$ cat src/rtl/pipe_sched.sv
// pipe_sched: issue scheduler for fixed-latency compute pipelines.
// Issues one item per cycle while output-buffer credits remain, and tracks
// in-flight items through a LATENCY-deep valid/last shadow pipeline.
// Optional feature: define PIPE_SCHED_ABORT_EN to add the 'abort' input.
`timescale 1ns/1ps

module pipe_sched #(
  parameter int unsigned LATENCY = 4,
  parameter int unsigned CNT_W   = 16,
  parameter int unsigned CREDITS = 8
) (
  input  logic             clk,
  input  logic             rst,
  input  logic             start,
  input  logic [CNT_W-1:0] num_items,
  input  logic             credit_ret,
`ifdef PIPE_SCHED_ABORT_EN
  input  logic             abort,
`endif
  output logic             busy,
  output logic             issue,
  output logic             issue_last,
  output logic             out_valid,
  output logic             out_last,
  output logic             stall,
  output logic             done,
  output logic             cred_err
);

  localparam int unsigned CRED_W = $clog2(CREDITS + 1);

  typedef enum logic [1:0] {IDLE, RUN, DRAIN, DONE} state_t;

  state_t             state;
  state_t             state_nxt;
  logic [CRED_W-1:0]  credits;
  logic [CNT_W-1:0]   remaining;
  logic [LATENCY-1:0] valid_sh;
  logic [LATENCY-1:0] last_sh;
  logic               abort_req;
  logic               drain_empty;
  logic               cred_full;

  assign cred_full = (credits == CRED_W'(CREDITS));

`ifdef PIPE_SCHED_ABORT_EN
  assign abort_req = abort;
  // After an abort there is no last marker, so completion is keyed on the
  // valid shadow emptying: only the oldest slot may still be occupied.
  assign drain_empty = ((valid_sh << 1) == '0);
`else
  assign abort_req = 1'b0;
  assign drain_empty = out_last;
`endif

  // State register
  always_ff @(posedge clk or negedge rst) begin
    if (!rst) state <= IDLE;
    else      state <= state_nxt;
  end

  // Next-state decode
  always_comb begin
    state_nxt = state;
    case (state)
      IDLE:    if (start) state_nxt = (num_items == '0) ? DONE : RUN;
      RUN:     if (issue_last || abort_req) state_nxt = DRAIN;
      DRAIN:   if (drain_empty) state_nxt = DONE;
      DONE:    state_nxt = IDLE;
      default: state_nxt = IDLE;
    endcase
  end

  // Output decode from registered state and counters only
  always_comb begin
    busy       = 1'b0;
    issue      = 1'b0;
    issue_last = 1'b0;
    stall      = 1'b0;
    done       = 1'b0;
    out_valid  = valid_sh[LATENCY-1];
    out_last   = last_sh[LATENCY-1];
    case (state)
      RUN: begin
        busy       = 1'b1;
        issue      = (credits != '0);
        issue_last = issue && (remaining == CNT_W'(1));
        stall      = !issue;
      end
      DRAIN:   busy = 1'b1;
      DONE: begin
        busy = 1'b1;
        done = 1'b1;
      end
      default: ;
    endcase
  end

  // Items still to issue for the current job
  always_ff @(posedge clk or negedge rst) begin
    if (!rst)                        remaining <= '0;
    else if (state == IDLE && start) remaining <= num_items;
    else if (issue)                  remaining <= remaining - CNT_W'(1);
  end

  // Credit counter persists across jobs; saturates at CREDITS
  always_ff @(posedge clk or negedge rst) begin
    if (!rst) begin
      credits <= CRED_W'(CREDITS);
    end else begin
      case ({issue, credit_ret})
        2'b10:   credits <= credits - CRED_W'(1);
        2'b01:   if (!cred_full) credits <= credits + CRED_W'(1);
        default: ;
      endcase
    end
  end

  // Sticky over-return flag, cleared by an accepted start
  always_ff @(posedge clk or negedge rst) begin
    if (!rst)                                 cred_err <= 1'b0;
    else if (credit_ret && !issue && cred_full) cred_err <= 1'b1;
    else if (state == IDLE && start)          cred_err <= 1'b0;
  end

  // Shadow pipeline mirroring the datapath latency
  always_ff @(posedge clk or negedge rst) begin
    if (!rst) begin
      valid_sh <= '0;
      last_sh  <= '0;
    end else begin
      valid_sh <= LATENCY'({valid_sh, issue});
      last_sh  <= LATENCY'({last_sh, issue_last});
    end
  end

endmodule
$ cat config.mk
export PLATFORM = sky130hd
export DESIGN_NAME = pipe_sched
export DESIGN_NICKNAME = d
export VERILOG_FILES = /design/src/rtl/pipe_sched.sv
export SDC_FILE = /design/constraint.sdc
export NUM_CORES = 1
export LEC_CHECK = 0
export CAP_MARGIN = 20
export CORE_MARGIN = 4
export CORE_UTILIZATION = 40
export DETAILED_ROUTE_END_ITERATION = 7
export HOLD_SLACK_MARGIN = 0.03
export MAX_ROUTING_LAYER = met4
export PLACE_DENSITY = 0.72
export SLEW_MARGIN = 40
export SYNTH_ARGS = -nofsm -noshare
export SYNTH_HDL_FRONTEND = slang
export SYNTH_SLANG_ARGS = --single-unit
$ cat constraint.sdc
create_clock -name clk -period 6.7 [get_ports clk]
set_input_delay 2.01 -clock clk [delete_from_list [all_inputs] [get_ports clk]]
set_output_delay 2.01 -clock clk [all_outputs]
set_load 0.03 [all_outputs]
# After elaboration in Yosys (flattened, before gate mapping)
# Index checks and enable logic that the tools add are counted.
# totals
reg_bits,31
inputBits,20
output_inout_bits,8
elab_cells,51
# classes
add_sub_neg,3
n_eq_ne,11
muxes,16
n_reduce_logical,15
# ops
cell,count
16-bit two-way mux,2
16-bit by 1-bit == test with 1-bit output (second input constant),1
16-bit logical NOT,1
16-bit by 1-bit subtractor with 16-bit output (second input constant),1
2-bit two-way mux,4
2-bit inequality test (second input constant),4
2-bit case mux with 4 select lines,1
4-bit case mux with 2 select lines,1
1-bit two-way mux,7
2-bit == test (second input constant),3
2-bit nonzero test,3
4-bit by 1-bit adder with 4-bit output (second input constant),1
2-bit by 1-bit == test with 1-bit output (second input constant),2
4-bit == test (second input constant),1
1-bit logical AND,4
4-bit two-way mux,1
4-bit nonzero test,1
4-bit by 1-bit subtractor with 4-bit output (second input constant),1
3-bit AND reduction,1
3-bit OR reduction,1
1-bit logical NOT,2
2-bit logical NOT,1
2-bit AND reduction,1

# Logic depth before layout (Yosys ltp)
# Gate-level depths: netlist (run 1).
# logic_depth
word_depth,6
ltp_mapped,11
mapped_depth_nobuf,10

# Worst setup path after synthesis (run 1)
# No wires, ideal clock.
# synth_timing
kind,reg2out
from,reg remaining[7]
to,out issue_last
t_arrival_ns,1.410
required_time_ns,4.690
setup_slack_ns,3.280
path_stages_with_launch,4
path_buffers,0
path_cell_list,dfrtp_1 -> or3_4 -> nand4b_1 -> nor2_1
# synth_via
elab_chain_len,3
# synth_rtl
item,line_no,rtl
"start, declared",37,logic [CNT_W-1:0] remaining;
"start signal, assigned",102,else if (state == IDLE && start) remaining <= num_items;
"start signal, assigned",103,else if (issue) remaining <= remaining - CNT_W'(1);
16-bit by 1-bit == test with 1-bit output,87,issue_last = issue && (remaining == CNT_W'(1));
1-bit logical AND,87,
1-bit two-way mux,83,case (state)
"end, declared",22,"output logic issue_last,"
# Every way passes these cells.

# Worst setup path after layout (run 1)
# layout_timing
from,reg remaining[1]
to,out issue_last
# The elaborated chain is that of the path after synthesis.

==> results of run 1 <==
flip-flops by register name (all words and copies together), names as in the netlist:
signal,count
cred_err,1
credits,4
last_sh,4
valid_sh,4
state,2
remaining,16
stage by stage:
step           util (%)  hold slack (ns)  area, µm²
2_1_floorplan         -            0.331       1670
3_3_place_gp       48.9            0.332       1970
3_5_place_dp       48.9            0.335       1970
4_1_cts            51.1            0.350       2060
5_1_grt            51.1            0.356       2060
6_report           51.1            0.347       2060
critical path: stages, from the launching register on:
cell and delay [ns]:
sky130_fd_sc_hd__dfrtp_1 0.40, sky130_fd_sc_hd__inv_1 0.09, sky130_fd_sc_hd__ha_1 0.14, sky130_fd_sc_hd__nor4b_1 0.24, sky130_fd_sc_hd__nand4b_1 0.18, sky130_fd_sc_hd__nor2_1 0.17, sky130_fd_sc_hd__clkdlybuf4s50_1 0.69
synth_stat cells (all sizes together), types with 3 or more instances:
library cell / instances
dfrtp: 30
nor3: 4
xnor2: 9
nand2: 9
nand3: 4
inv: 9
nor4: 10
ha: 9
a21oi: 17
o221ai: 3
o21ai: 3
nor2: 25
mux2: 3
xor2: 7
layout make-up:
class / count / share of cell area [%]
Inverter: 9 / 1.64
Clock buffer: 5 / 3.34
Tap cell: 50 / 3.04
Clock inverter: 3 / 0.972
Sequential cell: 31 / 37.7
Timing Repair Buffer: 28 / 13.5
Multi-Input combinational cell: 120 / 39.8
final timing paths:
check | startpoint | to | slack [ns] | depth (start not counted)
max in group asynchronous | rst | credits[3] | 4.26 | 2
max | remaining[1] | issue_last | 2.50 | 6
max reg2reg | credits[0] | credits[3] | 4.01 | 9
min in group asynchronous | rst | remaining[13] | 2.11 | 2
min | valid_sh[0] | valid_sh[1] | 0.35 | 0
min reg2reg | valid_sh[0] | valid_sh[1] | 0.35 | 0
kinds of logic (layout without fill, tap and decap cells):
kind of cell | after synthesis | in the layout | synth area share (%)
buffers and inverters | 14 | 45 | 4.35
flip-flops | 31 | 31 | 46.6
XOR/XNOR | 16 | 16 | 8.41
AND/OR/NAND/NOR | 62 | 62 | 19.9
AO/OA/AOI/OAI | 27 | 27 | 9.53
multiplexers | 5 | 5 | 3.23
adder cells (fa/ha/maj) | 10 | 10 | 7.96
metal layers:
layer | vias to the layer above | part of all wire, % | GRT usage, %
li1 | 632 | - | -
met1 | 575 | 47 | 17.3
met2 | 18 | 48 | 22.7
met3 | 5 | 3.6 | 4.29
met4 | 0 | 1.8 | 5.53
met5 | - | 0 | -
power by group through the flow:
stage | sequential (mW) | combinational (mW) | clock, mW
6_report | 0.350 | 0.371 | 0.147
5_1_grt | 0.364 | 0.425 | 0.158
4_1_cts | 0.350 | 0.377 | 0.151
3_5_place_dp | 0.353 | 0.375 | 0
3_3_place_gp | 0.350 | 0.364 | 0
2_1_floorplan | 0.343 | 0.287 | 0
==> impl.org, run 1 <==
** Placement
- After detailed placement, the design holds a cell count of roughly 240.
- Timing analysis after detailed placement gives a worst setup slack of 2.57 ns.
- I/O Buffers :: 27
- The HPWL after detailed placement is around 2400 µm.
- Gp weighted congestion :: 0.773

** Floorplan
- The die covers 5260 µm².
- Die Ht :: 72.6 µm
- Row Count :: 23
- Initial core utilization :: 41.4%
- Floorplan core area :: 4030 µm²
- X dimension of the die :: 72.6 µm
- Pin placement for this block handled 28 I/O pins.

** Run
- Max-cap violations in this run came to 0.

** Synthesis
- Yosys cell types :: 39
- In this run, synthesis produced a sequential element count of 31.
- Summed over its instances, the top area cell type makes up 45.0% of the synthesized netlist area.
- The most used flip-flop cell after synthesis is sky130_fd_sc_hd__dfrtp_1.
- Synthesis produced 165 cells.
- By area the synthesized netlist is led by sky130_fd_sc_hd__dfrtp_1, sky130_fd_sc_hd__ha_1, sky130_fd_sc_hd__nor2_1, sky130_fd_sc_hd__a21oi_1, sky130_fd_sc_hd__xnor2_1.
- Number of enable-type register cells in the synthesized netlist :: 0
- The synthesized netlist occupies a cell area of 1670 µm².
- For this run, the number of Yosys warnings is 0.
- Of all flip-flops after synthesis, the portion carrying an async set or reset was 100%.
- Each instance of the synthesized netlist takes up on average around 10 µm².
- Post-synthesis sequential area ratio :: between 40% and 50%
- Cell type with the largest total area after synthesis :: sky130_fd_sc_hd__dfrtp_1
- The number of nets in the synthesized netlist is 195.

** CTS
- Buffers added to address setup during post-CTS repair amount to 0.
- The number of gates resized after CTS was 0.
- Root Buffer Master :: sky130_fd_sc_hd__clkbuf_8
- TritonCTS clock tree :: done
- No sink is reached through more buffers than the 2 on the longest clock path.
- In this run the number of H-tree levels came out at 2.
- Hold Buf Count CTS :: 0
- Clock tree synthesis found a total of 31 sinks.
- The number of clock buffers added by TritonCTS is 5.
- Later-pin clock latency in the skew report :: 0.29 ns
- Clock-pin slew was measured on the worst setup and hold paths at around 0.070 ns.

** Power
- Per report_power, the combinational group accounts for 42.8% of the total.
- P_sw :: 350 µW
- In this run the power density over the cells is 421 nW/µm².
- Registers are responsible for 40.3% of the overall power.
- Post-layout total power :: 867 µW
- Leak :: 0.813 nW
- Maximum vdd ir drop :: 0.000157 V
- Int Pwr :: between 500 and 600 µW
- Net switching is 40.3% of the power.
- Per report_power, the clock group accounts for approximately 17% of the total.

** Drt
- After detailed routing, the number of remaining DRC violations is 0.
- Dividing the detail-routed via count by the number of cells gives about 5.
- Detailed Routing Iterations Pass 1 :: 4
- Sum of routed wire length over all layers :: 3240 µm
- Iteration-0 DRC Markers :: 61
- Dividing the detail-routed wire length by the instance count gives 13.2 µm.
- Count of vias placed by the detailed router :: 1,230
- Antenna Nets Post-Route :: 0

** Worst setup path
- Along the worst path, the maximum fanout reaches 3.
- For the worst setup path, the data arrival time is between 2 and 2.5 ns.
- The worst setup path is launched from a register.
- Required time of the critical path :: 4.69 ns
- CP Capture Type :: output port
- Setup Crit Path Kind :: reg2out

** STA
- Subtracting the final worst setup slack from the clock period gives 4.21 ns.
- Total negative slack :: 0 ns
- Setup repair after global routing left no endpoint under its margin.
- Least-Margin Pin Slew :: 0.573 ns
- Based on the critical path, the design can be clocked at up to 238 MHz.
- Relative max-transition margin :: 61.7%
- Max Clock Skew :: roughly 0.0093 ns
- Setup violations remaining at the end of the flow were counted as 0.
- Of the available clock period, the critical path in the final layout requires 62.8%.
- Final setup slack of the worst path :: 2.50 ns
- Max Slew Vio Count :: 0
- The final number of hold-violating endpoints came to 0.

** Layout
- Most common library cell in the layout ignoring fill and taps :: sky130_fd_sc_hd__dfrtp_1
- The library cells used most frequently in the layout, excluding fill and tap cells, are sky130_fd_sc_hd__dfrtp_1, sky130_fd_sc_hd__clkdlybuf4s50_1, sky130_fd_sc_hd__nor2_1.
- Area used by sequential logic in the layout :: just under 800 µm²
- After the last flow step, the layout net total stands at roughly 230.
- The repair_antennas step left the layout with diodes totalling 0.
- Growth of design area from synthesis to finish :: 23.6%
- Cells with a size suffix above 1 make up 10.7% of the layout.
- Filler Cells Inserted :: a little under 400
- Area taken by multi-input logic gates :: a little over 800 µm²
- Non-filler instance count after layout :: 246

** Global route
- Wire length of the first global-routing pass :: ~5700 µm
- Global routing consumed, over all layers together, ~14% of the routing resources.
- Number of antenna violations at the first check in global routing :: 0
- After global routing the overflow that remains totals 0.
- Vias in the first global route :: 1,307
- Pin count of the biggest net entering global routing :: 33

** Run status
- The run finished with clean final reports.

** Worst hold path
- Type of the most critical hold path :: reg2reg
Note: power is estimated with default switching activity, not from simulation.
==> inputs of run 2 (changes only) <==
==> constraint.sdc (replaced) <==
create_clock -name clk -period 4.2 [get_ports clk]
set_input_delay 1.26 -clock clk [delete_from_list [all_inputs] [get_ports clk]]
set_output_delay 1.26 -clock clk [all_outputs]
set_load 0.03 [all_outputs]
==> run 2 against run 1 <==
Effect of this change:
- setup slack lost 1.8 ns
- global-route usage increased by 0.21 points
- cell count is 0.41% higher
- wire length rose by 3.7%
- clock skew decreased by 0.0032 ns
- count of clock-buffer cells in the layout is the same
- worst hold slack improved by 0.0036 ns
- largest power group unchanged
==> impl.org, run 2 (synthesis gave the netlist of run 1 again) <==
** Drt
- Summing over every cut layer, the via total after detailed routing is 1,268.
- After detailed routing, the number of remaining DRC violations is 0.
- The count of nets left with antenna violations once routing finished came out at 0.
- Dividing the detail-routed via count by the number of cells gives 5.13.
- Sum of routed wire length over all layers :: between 3000 and 4000 µm
- Detailed Routing Iterations Pass 1 :: 5
- Iteration-0 DRC Markers :: 80
- In the final routed layout, each cell accounts on average for 13.6 µm.

** Power
- Switching power share of the total :: around two fifths
- Of the total power, the clock network draws 16.9%.
- Int Pwr :: 830 µW
- Sequential cells account for around two fifths of the total power.
- Power spread over the standard cell area amounts to between 600 and 700 nW/µm².
- In this run the power spent charging and discharging nets is 570 µW.
- Summing internal, switching and leakage power gives 1.40 mW.
- The analysis attributes to cell leakage a power of about 0.82 nW.
- Across the VDD grid, the largest voltage drop is about 0.00029 V.
- Power share of the combinational group :: 43.2%

** CTS
- Post-CTS setup-driven buffer insertion count :: 0
- The number of hold buffers added after CTS was 0.
- Buffers inserted during clock tree synthesis total 5.
- After clock tree synthesis, the clock-pin slew on the worst setup and hold paths is ~0.07 ns.
- Number of H-tree levels :: 2
- Clock Sink Count :: 31
- Once the clock tree was built, the resizer swapped 0 gates to a different size.
- TritonCTS built the clock tree.
- In this run the clock root is driven by a sky130_fd_sc_hd__clkbuf_8.
- The later pin in the worst-skew pair is clocked with a latency of about 0.28 ns.
- Clock Path Buffers :: 2

** Layout
- For this run, the number of standard cells in the final layout without fillers is 247.
- Filler Cells Inserted :: 377
- Fraction of final layout cells with drive strength greater than 1 :: 10.7%
- 0 antenna diodes ended up in the layout.
- Largest register FFs :: 16
- Growth of design area from synthesis to finish :: 23.9%
- In the final design database the tool counted about 230 nets.
- Counting flops per register, the top entry is remaining.
- Most common library cell in the layout ignoring fill and taps :: sky130_fd_sc_hd__dfrtp_1
- In the layout the commonest cells are sky130_fd_sc_hd__dfrtp_1, sky130_fd_sc_hd__clkdlybuf4s50_1, sky130_fd_sc_hd__nor2_1.

** Placement
- Gp weighted congestion :: 0.782
- Cell total after placement :: 239
- Post-placement setup slack :: 0.799 ns
- Detailed placement finished with a half-perimeter wire length of 2450 µm.
- In this run the tool buffered the top-level ports with 27 buffer cells.

** Floorplan
- The initial utilization of the core area, before any placement, comes to 41.4%.
- After floorplanning, the core was divided into 23 placement rows.
- Ports :: 28
- Die Ht :: 72.6 µm
- Floorplan core area :: 4030 µm²
- The die is about 73 µm wide.
- Area of the die :: between 5000 and 6000 µm²

** STA
- Period Utilization, post-route :: a little over four fifths
- Between clock sinks in the finished design, the worst skew comes to 0.00606 ns.
- Setup repair after global routing left no endpoint under its margin.
- Relative max-transition margin :: 57.8%
- Post-layout min period :: around 3.5 ns
- For the pin with the worst max-slew slack, the measured transition is around 0.63 ns.
- Total negative slack :: 0 ns
- Final hold violation count :: 0
- Based on the critical path, the design can be clocked at up to about 280 MHz.
- Setup violations remaining at the end of the flow were counted as 0.
- Final setup slack of the worst path :: 0.651 ns
- Max Slew Vio Count :: 0

** Global route
- The initial antenna violation count was 0.
- The number of global-route vias before repair was 1,294.
- Entering global routing, the biggest net connects 32 pins.
- Total gr overflow :: 0
- Total global-route track usage :: 14.6%
- The first global-routing pass estimated roughly 5700 µm of wire.

** Worst hold path
- The path class of the tightest hold or removal check is reg2reg.
- The startpoint identified for the worst hold timing path is last_sh[0].

** Worst setup path
- The worst setup path is of the reg2out kind.
- Crit path arrival time :: 2.29 ns
- Sort of element at the start of the critical path :: register
- Worst setup path startpoint :: remaining[1]
- Worst r2r src :: credits[0]
- Maximum fanout along the worst path :: 3
- Setup slack, reg-to-reg :: 1.49 ns
- CP Capture Type :: output port
- Required time of the critical path :: 2.94 ns

** Run
- Max_cap viols :: 0

** Run status
- The run finished with clean final reports.
[run 2: cell types whose count changed in the layout (fill, tap and decap cells not counted), sizes merged]
cell	delta
buf	+1
[run 2: worst paths after layout]
kind | to | cells past startpoint
max in group asynchronous | credits[3] | 2
worst min register to register | last_sh[1] | 0
worst max register to register | credits[3] | 9
worst min-delay path | last_sh[1] | 0
worst max-delay path | issue_last | 6
min in group asynchronous | remaining[14] | 2
[run 2: metal layers]
metal / track usage, % / share of wire, %
met5: - / 0
met2: 23.6 / 49
met3: 3.32 / 2.9
met1: 17.3 / 46
met4: 6.35 / 1.6
[run 2: cell type report]
cell class                 count  area [µm²]  share of cell area, %
timing repair buffer          29         285                   13.8
tap                           50        62.6                   3.03
clock inverter                 3        20.0                  0.970
sequential                    31         777                   37.6
multi-input combinational    120         817                   39.6
inverter                       9        33.8                   1.64
clock buffer                   5        68.8                   3.33
[run 2: per-stage QoR]
| stage | hold WS (ns) | area (µm²) | util, % |
|---|---|---|---|
| floorplan | 0.331 | 1670 | - |
| global placement | 0.332 | 1980 | 49.0 |
| detailed placement | 0.335 | 1980 | 49.0 |
| CTS | 0.352 | 2060 | 51.2 |
| global route | 0.356 | 2060 | 51.2 |
| finish | 0.351 | 2060 | 51.2 |
[run 2: power by group through the flow]
stage | Combinational (mW) | Sequential [mW] | Clock (mW)
final | 0.605 | 0.559 | 0.236
after global routing | 0.687 | 0.580 | 0.253
after CTS | 0.614 | 0.557 | 0.242
after detailed placement | 0.608 | 0.562 | 0
after global placement | 0.584 | 0.559 | 0
after floorplan | 0.457 | 0.548 | 0
[run 2: worst max-delay path: stages, from the launching register on]
cell and delay, ns:
sky130_fd_sc_hd__dfrtp_1 0.40, sky130_fd_sc_hd__inv_1 0.09, sky130_fd_sc_hd__ha_1 0.15, sky130_fd_sc_hd__nor4b_1 0.27, sky130_fd_sc_hd__nand4b_1 0.19, sky130_fd_sc_hd__nor2_1 0.20, sky130_fd_sc_hd__clkdlybuf4s50_1 0.70
==> inputs of run 3 (changes only) <==
--- a/config.mk
+++ b/config.mk
@@ -11,7 +11,7 @@
 export DETAILED_ROUTE_END_ITERATION = 7
 export HOLD_SLACK_MARGIN = 0.03
 export MAX_ROUTING_LAYER = met4
-export PLACE_DENSITY = 0.72
+export PLACE_DENSITY = 0.74
 export SLEW_MARGIN = 40
 export SYNTH_ARGS = -nofsm -noshare
 export SYNTH_HDL_FRONTEND = slang
==> constraint.sdc (replaced) <==
create_clock -name clk -period 2.95 [get_ports clk]
set_input_delay 0.885 -clock clk [delete_from_list [all_inputs] [get_ports clk]]
set_output_delay 0.885 -clock clk [all_outputs]
set_load 0.03 [all_outputs]
==> run 3 against run 2 <==
Effect of this change:
- count of clock-buffer cells in the layout rose by 1
- final area rose by 3.6%
- clock power rose by 110%
- global-route usage rose by 0.57 points
- non-clock buffer count rose by 4
- total power rose by 56%
- flip-flop and latch count did not move
- die area did not move
- clock skew rose by 0.00050 ns
- sequential power rose by 41%
- critical path depth did not move
- wire length rose by 0.18%
==> impl.org, run 3 (synthesis gave the netlist of run 1 again) <==
** Run status
- The flow ran to the end, and the final reports show no timing, DRC or antenna violations.

** Global route
- Met1 global-route usage :: 18.7%
- The first global-routing pass estimated between 5000 and 6000 µm of wire.
- Total global-route track usage :: 15.2%
- Number of antenna violations at the first check in global routing :: 0
- Layer with the highest usage after global routing :: met2
- Total gr overflow :: 0
- Pin count of the biggest net entering global routing :: 32
- Global Route met3 Usage :: 4.16%
- In the global route stage, met2 resource usage came out at 22.6%.
- Vias in the first global route :: 1,302

** Layout
- Register bank with the most flops :: remaining
- Leaving out fill and tap cells, the most frequent cells in the layout are sky130_fd_sc_hd__dfrtp_1, sky130_fd_sc_hd__nor2_1, sky130_fd_sc_hd__clkdlybuf4s50_1.
- Net total in the final layout :: 230
- Filler Cells Inserted :: 376
- Leaving out fill and tap cells, the most frequent cell in the layout is sky130_fd_sc_hd__dfrtp_1.
- The register with the most flip-flops in the layout has 16 of them.
- Summing all multi-input logic gate instances after layout gives between 800 and 900 µm².
- Antenna diodes :: 0
- From synthesis to final layout, the design area changed by 28.3%.
- Fraction of final layout cells with drive strength greater than 1 :: roughly 12%
- Non-filler instance count after layout :: roughly 250
- Area used by sequential logic in the layout :: 777 µm²
- Share of the core filled with cells in the final layout :: 53.1%

** Worst setup path
- The critical path is of the reg2out type.
- Traced cell by cell, the critical path runs through inv_1 -> ha_1 -> nor4b_1 -> nand4b_1 -> nor2_1 -> clkbuf_2.
- In this design, the largest share of critical-path delay is due to simple AND/OR/NAND/NOR gates.
- Along the worst path, the maximum fanout reaches 3.
- Critical path's slowest cell :: sky130_fd_sc_hd__dfrtp_1
- Worst setup path startpoint :: remaining[1]
- Max incr delay on CP :: 0.39 ns
- For the worst setup path, the data required time is roughly 2.1 ns.
- The startpoint identified for the worst register-to-register timing path is credits[0].
- STA classifies the critical path endpoint as an output port.
- STA puts the critical path data arrival time at 1.75 ns.
- The number of buffers and inverters on the critical path is 2.
- Sort of element at the start of the critical path :: register

** CTS
- TritonCTS clock tree :: done
- The number of clock buffers added by TritonCTS is 5.
- Post-CTS setup-driven buffer insertion count :: 0
- The tree built by TritonCTS fans out to 31 sinks.
- The clock tree synthesis step divided the H-tree into 2 levels.
- Hold Buf Count CTS :: 0
- Clock Path Buffers :: 2
- Root Buffer Master :: sky130_fd_sc_hd__clkbuf_8
- CTS clock-pin slew for the worst setup and hold paths :: about 0.060 ns
- At the later pin of the worst-skew pair, clock insertion delay measures 0.29 ns.

** Power
- Register share of total power :: 36.1%
- Power share of the combinational group :: 41.0%
- Overall power consumption after layout is estimated at 2.18 mW.
- The clock network burns a little under a quarter of the power.
- Leak :: 0.893 nW
- P_sw :: 800 µW
- Net switching is 36.6% of the power.
- PD cells :: 1020 nW/µm²
- The worst-case IR drop observed on VDD is 0.000505 V.
- Int Pwr :: approximately 1.4 mW

** Placement
- The HPWL after detailed placement is 2470 µm.
- Gp weighted congestion :: 0.840
- The count of buffers added on input and output ports is 27.
- The number of placed instances, taps included, is between 200 and 250.

** STA
- Subtracting the final worst setup slack from the clock period gives about 2.6 ns.
- Setup repair after global routing missed its margin :: no
- Max Clock Skew :: about 0.0066 ns
- Setup violations remaining at the end of the flow were counted as 0.
- Least-Margin Pin Slew :: 0.502 ns
- Based on the critical path, the design can be clocked at up to 379 MHz.
- The final number of max-transition violations is 0.
- Headroom to the max-slew limit came out at 66.3%.
- Total negative slack :: 0 ns
- Period Utilization, post-route :: 89.4%
- Final hold violation count :: 0

** Worst hold path
- Hold Startpoint :: valid_sh[1]
- Type of the most critical hold path :: reg2reg

** Drt
- The first TritonRoute pass finished after 4 iterations.
- Iteration-0 DRC Markers :: 44
- Count of vias placed by the detailed router :: 1,284
- In the final routed layout, each cell accounts on average for 13.4 µm.
- In this run the remaining antenna-violating nets after routing total 0.
- Sum of routed wire length over all layers :: 3370 µm
- In the routed layout, each cell is associated on average with a via count of 5.12.
- Residual DRC count :: 0

** Floorplan
- X dimension of the die :: 72.6 µm
- The core region is 4030 µm².
- Area of the die :: 5260 µm²
- Ports :: 28
- Row Count :: 23
- Initial core utilization :: 41.4%
- Die Ht :: 72.6 µm

** Run
- Max_cap viols :: 0
-- run 3: stage by stage --
step	setup slack (ns)	hold WS [ns]	instance area [µm²]
floorplan	0.576	0.331	1670
global placement	0.183	0.331	2010
detailed placement	0.139	0.336	2010
CTS	0.0389	0.352	2140
global route	0.0118	0.367	2140
finish	0.312	0.350	2140
-- run 3: per-layer routing --
metal	share of wire (%)	wire length, µm	vias up
met4	2.5	84	0
met2	49	1660	16
li1	-	-	641
met1	45	1530	622
met3	2.6	89	5
met5	0	0	-
-- run 3: path summary, 6_finish.rpt --
path | endpoint | slack [ns] | cells after the start
worst max-delay path | issue_last | 0.31 | 6
worst min-delay path | valid_sh[2] | 0.35 | 0
worst max register to register | credits[3] | 0.35 | 10
worst min register to register | valid_sh[2] | 0.35 | 0
max in group asynchronous | credits[3] | 1.64 | 2
min in group asynchronous | remaining[10] | 1.00 | 2
-- run 3: what timing repair did --
action | 4_1_cts | 5_1_grt
setup endpoints to repair | 1 | 3
gates cloned | 0 | 0
pin swaps | 0 | 0
gates resized for setup | 1 | 4
-- run 3: power by group through the flow --
| stage | combinational, mW | clock, mW | sequential [mW] |
|---|---|---|---|
| after floorplan | 0.651 | 0 | 0.780 |
| after global placement | 0.874 | 0 | 0.787 |
| after detailed placement | 0.895 | 0 | 0.795 |
| after CTS | 0.908 | 0.513 | 0.788 |
| after global routing | 1.02 | 0.529 | 0.817 |
| final | 0.896 | 0.501 | 0.788 |
-- run 3: cell type report --
cell class / instances / share of cell area (%)
Sequential cell: 31 / 36.3
Inverter: 9 / 1.58
Timing Repair Buffer: 33 / 14.7
Clock inverter: 2 / 2.81
Clock buffer: 6 / 3.39
Multi-Input combinational cell: 120 / 38.2
Tap cell: 50 / 2.93
